==> config.mk <==
export PLATFORM = sky130hd
export DESIGN_NAME = uart_rx_flat
export DESIGN_NICKNAME = d
export VERILOG_FILES = /design/src/rtl/uart_rx_if.sv /design/src/rtl/uart_rx.sv /design/src/flat_wrapper.sv
export SDC_FILE = /design/constraint.sdc
export NUM_CORES = 1
export LEC_CHECK = 0
export ABC_AREA = 0
export BUFFER_PORTS_ARGS = -buffer_cell sky130_fd_sc_hd__clkbuf_2
export CAP_MARGIN = 20
export CORE_ASPECT_RATIO = 1.2
export CORE_MARGIN = 2
export CORE_UTILIZATION = 40
export CTS_CLUSTER_SIZE = 14
export DETAILED_ROUTE_END_ITERATION = 12
export SYNTH_ARGS = -nofsm -noshare
export SYNTH_HDL_FRONTEND = slang
export SYNTH_SLANG_ARGS = --single-unit
==> constraint.sdc <==
create_clock -name clk -period 3 [get_ports clk]
set_clock_uncertainty 0.2 [all_clocks]
set_input_delay 0.6 -clock clk [delete_from_list [all_inputs] [get_ports clk]]
set_output_delay 0.6 -clock clk [all_outputs]
set_load 0.01 [all_outputs]
==> src/rtl/uart_rx_if.sv <==
// Line-side bundle for the UART receiver: serial input, frame options,
// and the received word with its status pulses.
interface uart_rx_if #(
  parameter int DATA_WIDTH = 8
);
  logic                  RX_IN;
  logic                  PAR_EN;
  logic                  PAR_TYP;
  logic [DATA_WIDTH-1:0] P_DATA;
  logic                  data_valid;
  logic                  par_err;
  logic                  stp_err;

  // Line driver / consumer side.
  modport master (
    output RX_IN, PAR_EN, PAR_TYP,
    input  P_DATA, data_valid, par_err, stp_err
  );

  // Receiver side.
  modport slave (
    input  RX_IN, PAR_EN, PAR_TYP,
    output P_DATA, data_valid, par_err, stp_err
  );
endinterface

==> src/rtl/uart_rx.sv <==
// UART receiver: start bit, DATA_WIDTH data bits LSB first, optional parity,
// one stop bit. Each bit is resolved by a 3-sample majority vote around the
// bit centre. Emits a one-cycle data_valid, par_err or stp_err per frame.
module uart_rx #(
  parameter int DATA_WIDTH = 8,
  parameter int PRESCALE   = 8   // clk cycles per bit, even and >= 4
) (
  input  logic      clk,
  input  logic      rst,
  uart_rx_if.slave  bus
);

  localparam int CW = $clog2(PRESCALE);
  localparam int BW = (DATA_WIDTH > 1) ? $clog2(DATA_WIDTH) : 1;

  localparam logic [CW-1:0] EDGE_LAST = CW'(PRESCALE - 1);
  localparam logic [CW-1:0] SAMP_0    = CW'(PRESCALE / 2 - 1);
  localparam logic [CW-1:0] SAMP_1    = CW'(PRESCALE / 2);
  localparam logic [CW-1:0] SAMP_2    = CW'(PRESCALE / 2 + 1);
  localparam logic [BW-1:0] BIT_LAST  = BW'(DATA_WIDTH - 1);

  typedef enum logic [2:0] {
    IDLE,
    START,
    DATA,
    PARITY,
    STOP
  } state_t;

  state_t                state, state_nxt;
  logic [CW-1:0]         edge_cnt;
  logic [BW-1:0]         bit_cnt;
  logic [2:0]            samp;
  logic [DATA_WIDTH-1:0] shift;
  logic                  par_en_q;
  logic                  par_typ_q;
  logic                  par_fail;

  logic                  bit_end;
  logic                  third;
  logic                  bit_val;
  logic                  start_det;

  // With PRESCALE = 4 the last sample coincides with the evaluation edge,
  // so the live line value stands in for the not-yet-registered sample.
  assign bit_end   = (edge_cnt == EDGE_LAST);
  assign third     = (edge_cnt == SAMP_2) ? bus.RX_IN : samp[2];
  assign bit_val   = (samp[0] & samp[1]) | (samp[0] & third) | (samp[1] & third);
  assign start_det = (state == IDLE) && !bus.RX_IN;

  // State register.
  always_ff @(posedge clk or posedge rst) begin
    // NOTE: sequential state uses non-blocking (<=) so every flop samples
    // pre-edge values regardless of statement order.
    if (rst) state <= IDLE;
    else     state <= state_nxt;
  end

  // Next-state decode; transitions happen only at the end of a bit period.
  always_comb begin
    // NOTE: default first, so no path leaves state_nxt unassigned (no latch).
    state_nxt = state;
    unique case (state)
      IDLE:    if (!bus.RX_IN) state_nxt = START;
      START:   if (bit_end)    state_nxt = bit_val ? IDLE : DATA;
      DATA:    if (bit_end && (bit_cnt == BIT_LAST))
                 state_nxt = par_en_q ? PARITY : STOP;
      PARITY:  if (bit_end)    state_nxt = STOP;
      STOP:    if (bit_end)    state_nxt = IDLE;
      default:                 state_nxt = IDLE;
    endcase
  end

  // Edge counter: the start-detect cycle is edge 0, so the next one is edge 1.
  always_ff @(posedge clk or posedge rst) begin
    if (rst)                edge_cnt <= '0;
    else if (state == IDLE) edge_cnt <= start_det ? CW'(1) : '0;
    else if (bit_end)       edge_cnt <= '0;
    else                    edge_cnt <= edge_cnt + CW'(1);
  end

  // Data bit counter, live only while shifting data bits.
  always_ff @(posedge clk or posedge rst) begin
    if (rst)                     bit_cnt <= '0;
    else if (state != DATA)      bit_cnt <= '0;
    else if (bit_end)            bit_cnt <= (bit_cnt == BIT_LAST) ? '0 : bit_cnt + BW'(1);
  end

  // Centre samples for the majority vote.
  always_ff @(posedge clk or posedge rst) begin
    if (rst) begin
      samp <= 3'b111;
    end else begin
      if (edge_cnt == SAMP_0) samp[0] <= bus.RX_IN;
      if (edge_cnt == SAMP_1) samp[1] <= bus.RX_IN;
      if (edge_cnt == SAMP_2) samp[2] <= bus.RX_IN;
    end
  end

  // Per-frame context: latched options, shift register, parity check.
  always_ff @(posedge clk or posedge rst) begin
    // NOTE: the shift register is reset along with control so a frame
    // cut short by reset never leaves stale data in view.
    if (rst) begin
      par_en_q  <= 1'b0;
      par_typ_q <= 1'b0;
      par_fail  <= 1'b0;
      shift     <= '0;
    end else begin
      if (start_det) begin
        par_en_q  <= bus.PAR_EN;
        par_typ_q <= bus.PAR_TYP;
        par_fail  <= 1'b0;
      end
      if ((state == DATA) && bit_end)
        shift <= {bit_val, shift[DATA_WIDTH-1:1]};
      if ((state == PARITY) && bit_end)
        par_fail <= (bit_val != ((^shift) ^ par_typ_q));
    end
  end

  // Registered outputs: one status pulse at the end of the stop bit.
  always_ff @(posedge clk or posedge rst) begin
    if (rst) begin
      bus.P_DATA     <= '0;
      bus.data_valid <= 1'b0;
      bus.par_err    <= 1'b0;
      bus.stp_err    <= 1'b0;
    end else begin
      bus.data_valid <= 1'b0;
      bus.par_err    <= 1'b0;
      bus.stp_err    <= 1'b0;
      if ((state == STOP) && bit_end) begin
        if (bit_val && !par_fail) begin
          bus.P_DATA     <= shift;
          bus.data_valid <= 1'b1;
        end else begin
          bus.par_err <= par_fail;
          bus.stp_err <= !bit_val;
        end
      end
    end
  end

endmodule

==> src/flat_wrapper.sv <==
// flat-port wrapper written by rule: the top's interface ports become plain ports
module uart_rx_flat 
#(
  parameter int DATA_WIDTH = 8,
  parameter int PRESCALE   = 8                                       
)
  (clk, rst, bus_RX_IN, bus_PAR_EN, bus_PAR_TYP, bus_P_DATA, bus_data_valid, bus_par_err, bus_stp_err);
  uart_rx_if #(.DATA_WIDTH(DATA_WIDTH)) bus_i ();
  input  logic clk;
  input  logic rst;
  input wire logic [$bits(bus_i.RX_IN)-1:0] bus_RX_IN;
  input wire logic [$bits(bus_i.PAR_EN)-1:0] bus_PAR_EN;
  input wire logic [$bits(bus_i.PAR_TYP)-1:0] bus_PAR_TYP;
  output wire logic [$bits(bus_i.P_DATA)-1:0] bus_P_DATA;
  output wire logic [$bits(bus_i.data_valid)-1:0] bus_data_valid;
  output wire logic [$bits(bus_i.par_err)-1:0] bus_par_err;
  output wire logic [$bits(bus_i.stp_err)-1:0] bus_stp_err;
  assign bus_i.RX_IN = bus_RX_IN;
  assign bus_i.PAR_EN = bus_PAR_EN;
  assign bus_i.PAR_TYP = bus_PAR_TYP;
  assign bus_P_DATA = bus_i.P_DATA;
  assign bus_data_valid = bus_i.data_valid;
  assign bus_par_err = bus_i.par_err;
  assign bus_stp_err = bus_i.stp_err;
  uart_rx #(.DATA_WIDTH(DATA_WIDTH), .PRESCALE(PRESCALE)) u_core (.clk(clk), .rst(rst), .bus(bus_i));
endmodule
==> flow_metrics.tcl <==
set metrics [dict create \
    outcome "completed" \
    p_seq_share_pct 46.5 \
    powerDensity_nw_per_um2 690.1 \
    p_clk_share_pct 32.9 \
    ios 16 \
    clockRootBuffer "clkbuf_8" \
    pwr-share-comb_pct 20.6 \
    drive_gt1_share_pct 34.25 \
    antenna_found_initial 0 \
    yosys_most_used_dff "dfrtp_1" \
    clock-sinks 34 \
    synth_warnings 0 \
    start_kind "register" \
    required_ns 2.97 \
    ant_nets 0 \
    cts_tree "built" \
    cts_buffer_depth 2 \
    drt_iter0_markers 35 \
    io_buffers 15 \
    grt_start_max_net_pins 35 \
    syn-num-nets 138 \
    swShare_pct 27.78 \
    clk_latency_ns 0.28 \
    diodes 0 \
    holdCritPathClass "input port to asynchronous set/reset pin" \
    track_usage_pct 13.86 \
    post-cts-setup-buffer-count 0 \
    totalWireLength_um 2644 \
    cp-end-kind "register" \
    period_share_pct 84.31 \
    finalSetupTns_ns 0 \
    slew_headroom_pct 40.74 \
    layout_min_cycle_time_ns 2.529 \
    synth_edf_count 0 \
    synth.most_common_cell "dfrtp_1" \
    drt-pass1-iter-count 4 \
    yosysSeqAreaShare_pct 53.61 \
    layout.nets 157 \
    vdd_drop_max_uv 302.3 \
    fmax_mhz 395.3 \
    synth_top_cells_by_area "dfrtp_1 49%, mux2_4 8.5%, mux2_2 7.1%, ha_1 5.5%, dfstp_2 4.9%" \
    final_max_slew_viol_count 0 \
    cts_hold_buf 0 \
    rows 25 \
    vias 966 \
    synth.largest_area_cell "dfrtp_1" \
    die_x_um 61.63 \
    clk_transition_reported_paths_ns 0.07 \
    cp-startpoint "u_core.edge_cnt[0]" \
    h-tree-depth 2 \
    rsz0062_at_grt "no" \
    cts_made_buffers 5 \
    post-place-ws_ns 0.4056 \
    grt_overflow_total 0 \
    hold_viol 0 \
    dpl.hpwl_um 1921 \
    worstMarginPinSlew_ns 0.8850 \
    vias_per_cell 4.830 \
    avgRoutedWirePerCell_um 13.22 \
    internal-power_w 0.0009130 \
    dieArea_sq_um 4508 \
    gp_congestion 0.7729 \
    ys_ff_latch 34 \
    ys_types 33 \
    die_h_um 73.15 \
    cap_violations 0 \
    syn_area_sq_um 1594 \
    syn_inst 126 \
    avgSynthCellArea_sq_um 12.65 \
    worstPathArrival_ns 2.50 \
    drc 0 \
    p_switching_w 0.0003512 \
    synth_top_cell_area_share_pct 48.67 \
    worstSetupPathType "register to register" \
    areaGrowthSynthToFinish_pct 14.91 \
    p_leak_nw 0.8819 \
    core_area_sq_um 3879 \
    setup_ws_ns 0.4706 \
    async_reset_ff_share_pct 100.0 \
    rr_startpoint "u_core.edge_cnt[0]" \
    grt_pass1_wl_um 4629 \
    critPathMaxFanout 9 \
    final-setup-viol-count 0 \
    synth_common_cells "31 x dfrtp_1, 10 x mux2_2, 9 x mux2_4" \
    grt_pass1_vias 980 \
    cts_resized 0 \
    initial_core_util_pct 41.10 \
]
## sequential cells by signal (all words and copies together) (netlist names)
name                   flops
u_core.samp                3
u_core.bus.P_DATA          8
u_core.par_fail            1
u_core.bit_cnt             3
u_core.bus.data_valid      1
u_core.bus.stp_err         1
u_core.shift               8
u_core.par_en_q            1
u_core.par_typ_q           1
u_core.edge_cnt            3
u_core.state               3
u_core.bus.par_err         1
## final timing paths
check | cells past startpoint | to | slack [ns]
min in group clk | 1 | u_core.bus.P_DATA[3] | 0.32
setup reg to reg | 6 | u_core.bus.P_DATA[7] | 0.47
hold / removal | 3 | u_core.bus.P_DATA[0] | 0.18
max in group asynchronous | 3 | u_core.samp[2] | 2.09
setup / recovery | 6 | u_core.bus.P_DATA[7] | 0.47
hold reg to reg | 1 | u_core.bus.P_DATA[3] | 0.32
## layer usage
metal	track usage (%)	routed length, um
met5	0	0
met4	5.674	41
met3	4.255	92
met2	20.70	1298
met1	18.47	1211
## critical path: stages (launching register included)
cell and delay, ns:
dfrtp_1 0.42, ha_1 0.21, nand2_1 0.09, mux2_4 0.17, maj3_2 0.24, nor3b_2 0.74, mux2_4 0.35
## cell families after synthesis
| family | count (synthesis) | share of synthesized area, % |
|---|---|---|
| DFF | 34 | 53.61 |
| and+or+nand+nor | 31 | 9.813 |
| muxes | 20 | 16.17 |
| xor gates and xnor gates | 8 | 5.259 |
| buffers and inverters | 12 | 3.768 |
| adders and majority gates | 8 | 6.201 |
| AOI/OAI and AO/OA | 13 | 5.181 |
## metrics by stage
step	hold slack [ns]	total power, W	instance area, sq um	utilization, %	cells
2_1_floorplan	0.2657	0.0007994	1594	-	126
3_3_place_gp	0.3005	0.0008487	1718	44.29	192
3_5_place_dp	0.2963	0.0008559	1718	44.29	192
4_1_cts	0.1893	0.001278	1832	47.23	200
5_1_grt	0.2103	0.001337	1832	47.23	200
6_report	0.1752	0.001264	1832	47.23	200
## power by group through the flow
stage | Combinational [W] | Sequential, W | Clock (W)
6_report | 0.000260 | 0.000588 | 0.000416
3_5_place_dp | 0.000260 | 0.000596 | 0
4_1_cts | 0.000263 | 0.000588 | 0.000427
5_1_grt | 0.000294 | 0.000597 | 0.000447
2_1_floorplan | 0.000233 | 0.000566 | 0
3_3_place_gp | 0.000255 | 0.000594 | 0
## cell type report
class                           count  area, sq um
Multi-Input combinational cell     80        679.4
Inverter                            7        26.28
Fill cell                         381         2047
Timing Repair Buffer               17        90.09
Tap cell                           54        67.56
Sequential cell                    34        854.6
Clock buffer                        5        68.82
Clock inverter                      3        45.04
## cell usage in the layout (no fill, tap or decap), drive strengths merged, types with 3 or more instances in the layout
| master | count |
|---|---|
| o21ai | 6 |
| dfrtp | 31 |
| dfstp | 3 |
| nor3 | 3 |
| nand2 | 8 |
| nor2 | 8 |
| ha | 7 |
| xnor2 | 6 |
| inv | 7 |
| clkbuf | 20 |
| nand3 | 4 |
| mux2 | 19 |
(Power assumes the default switching activity.)
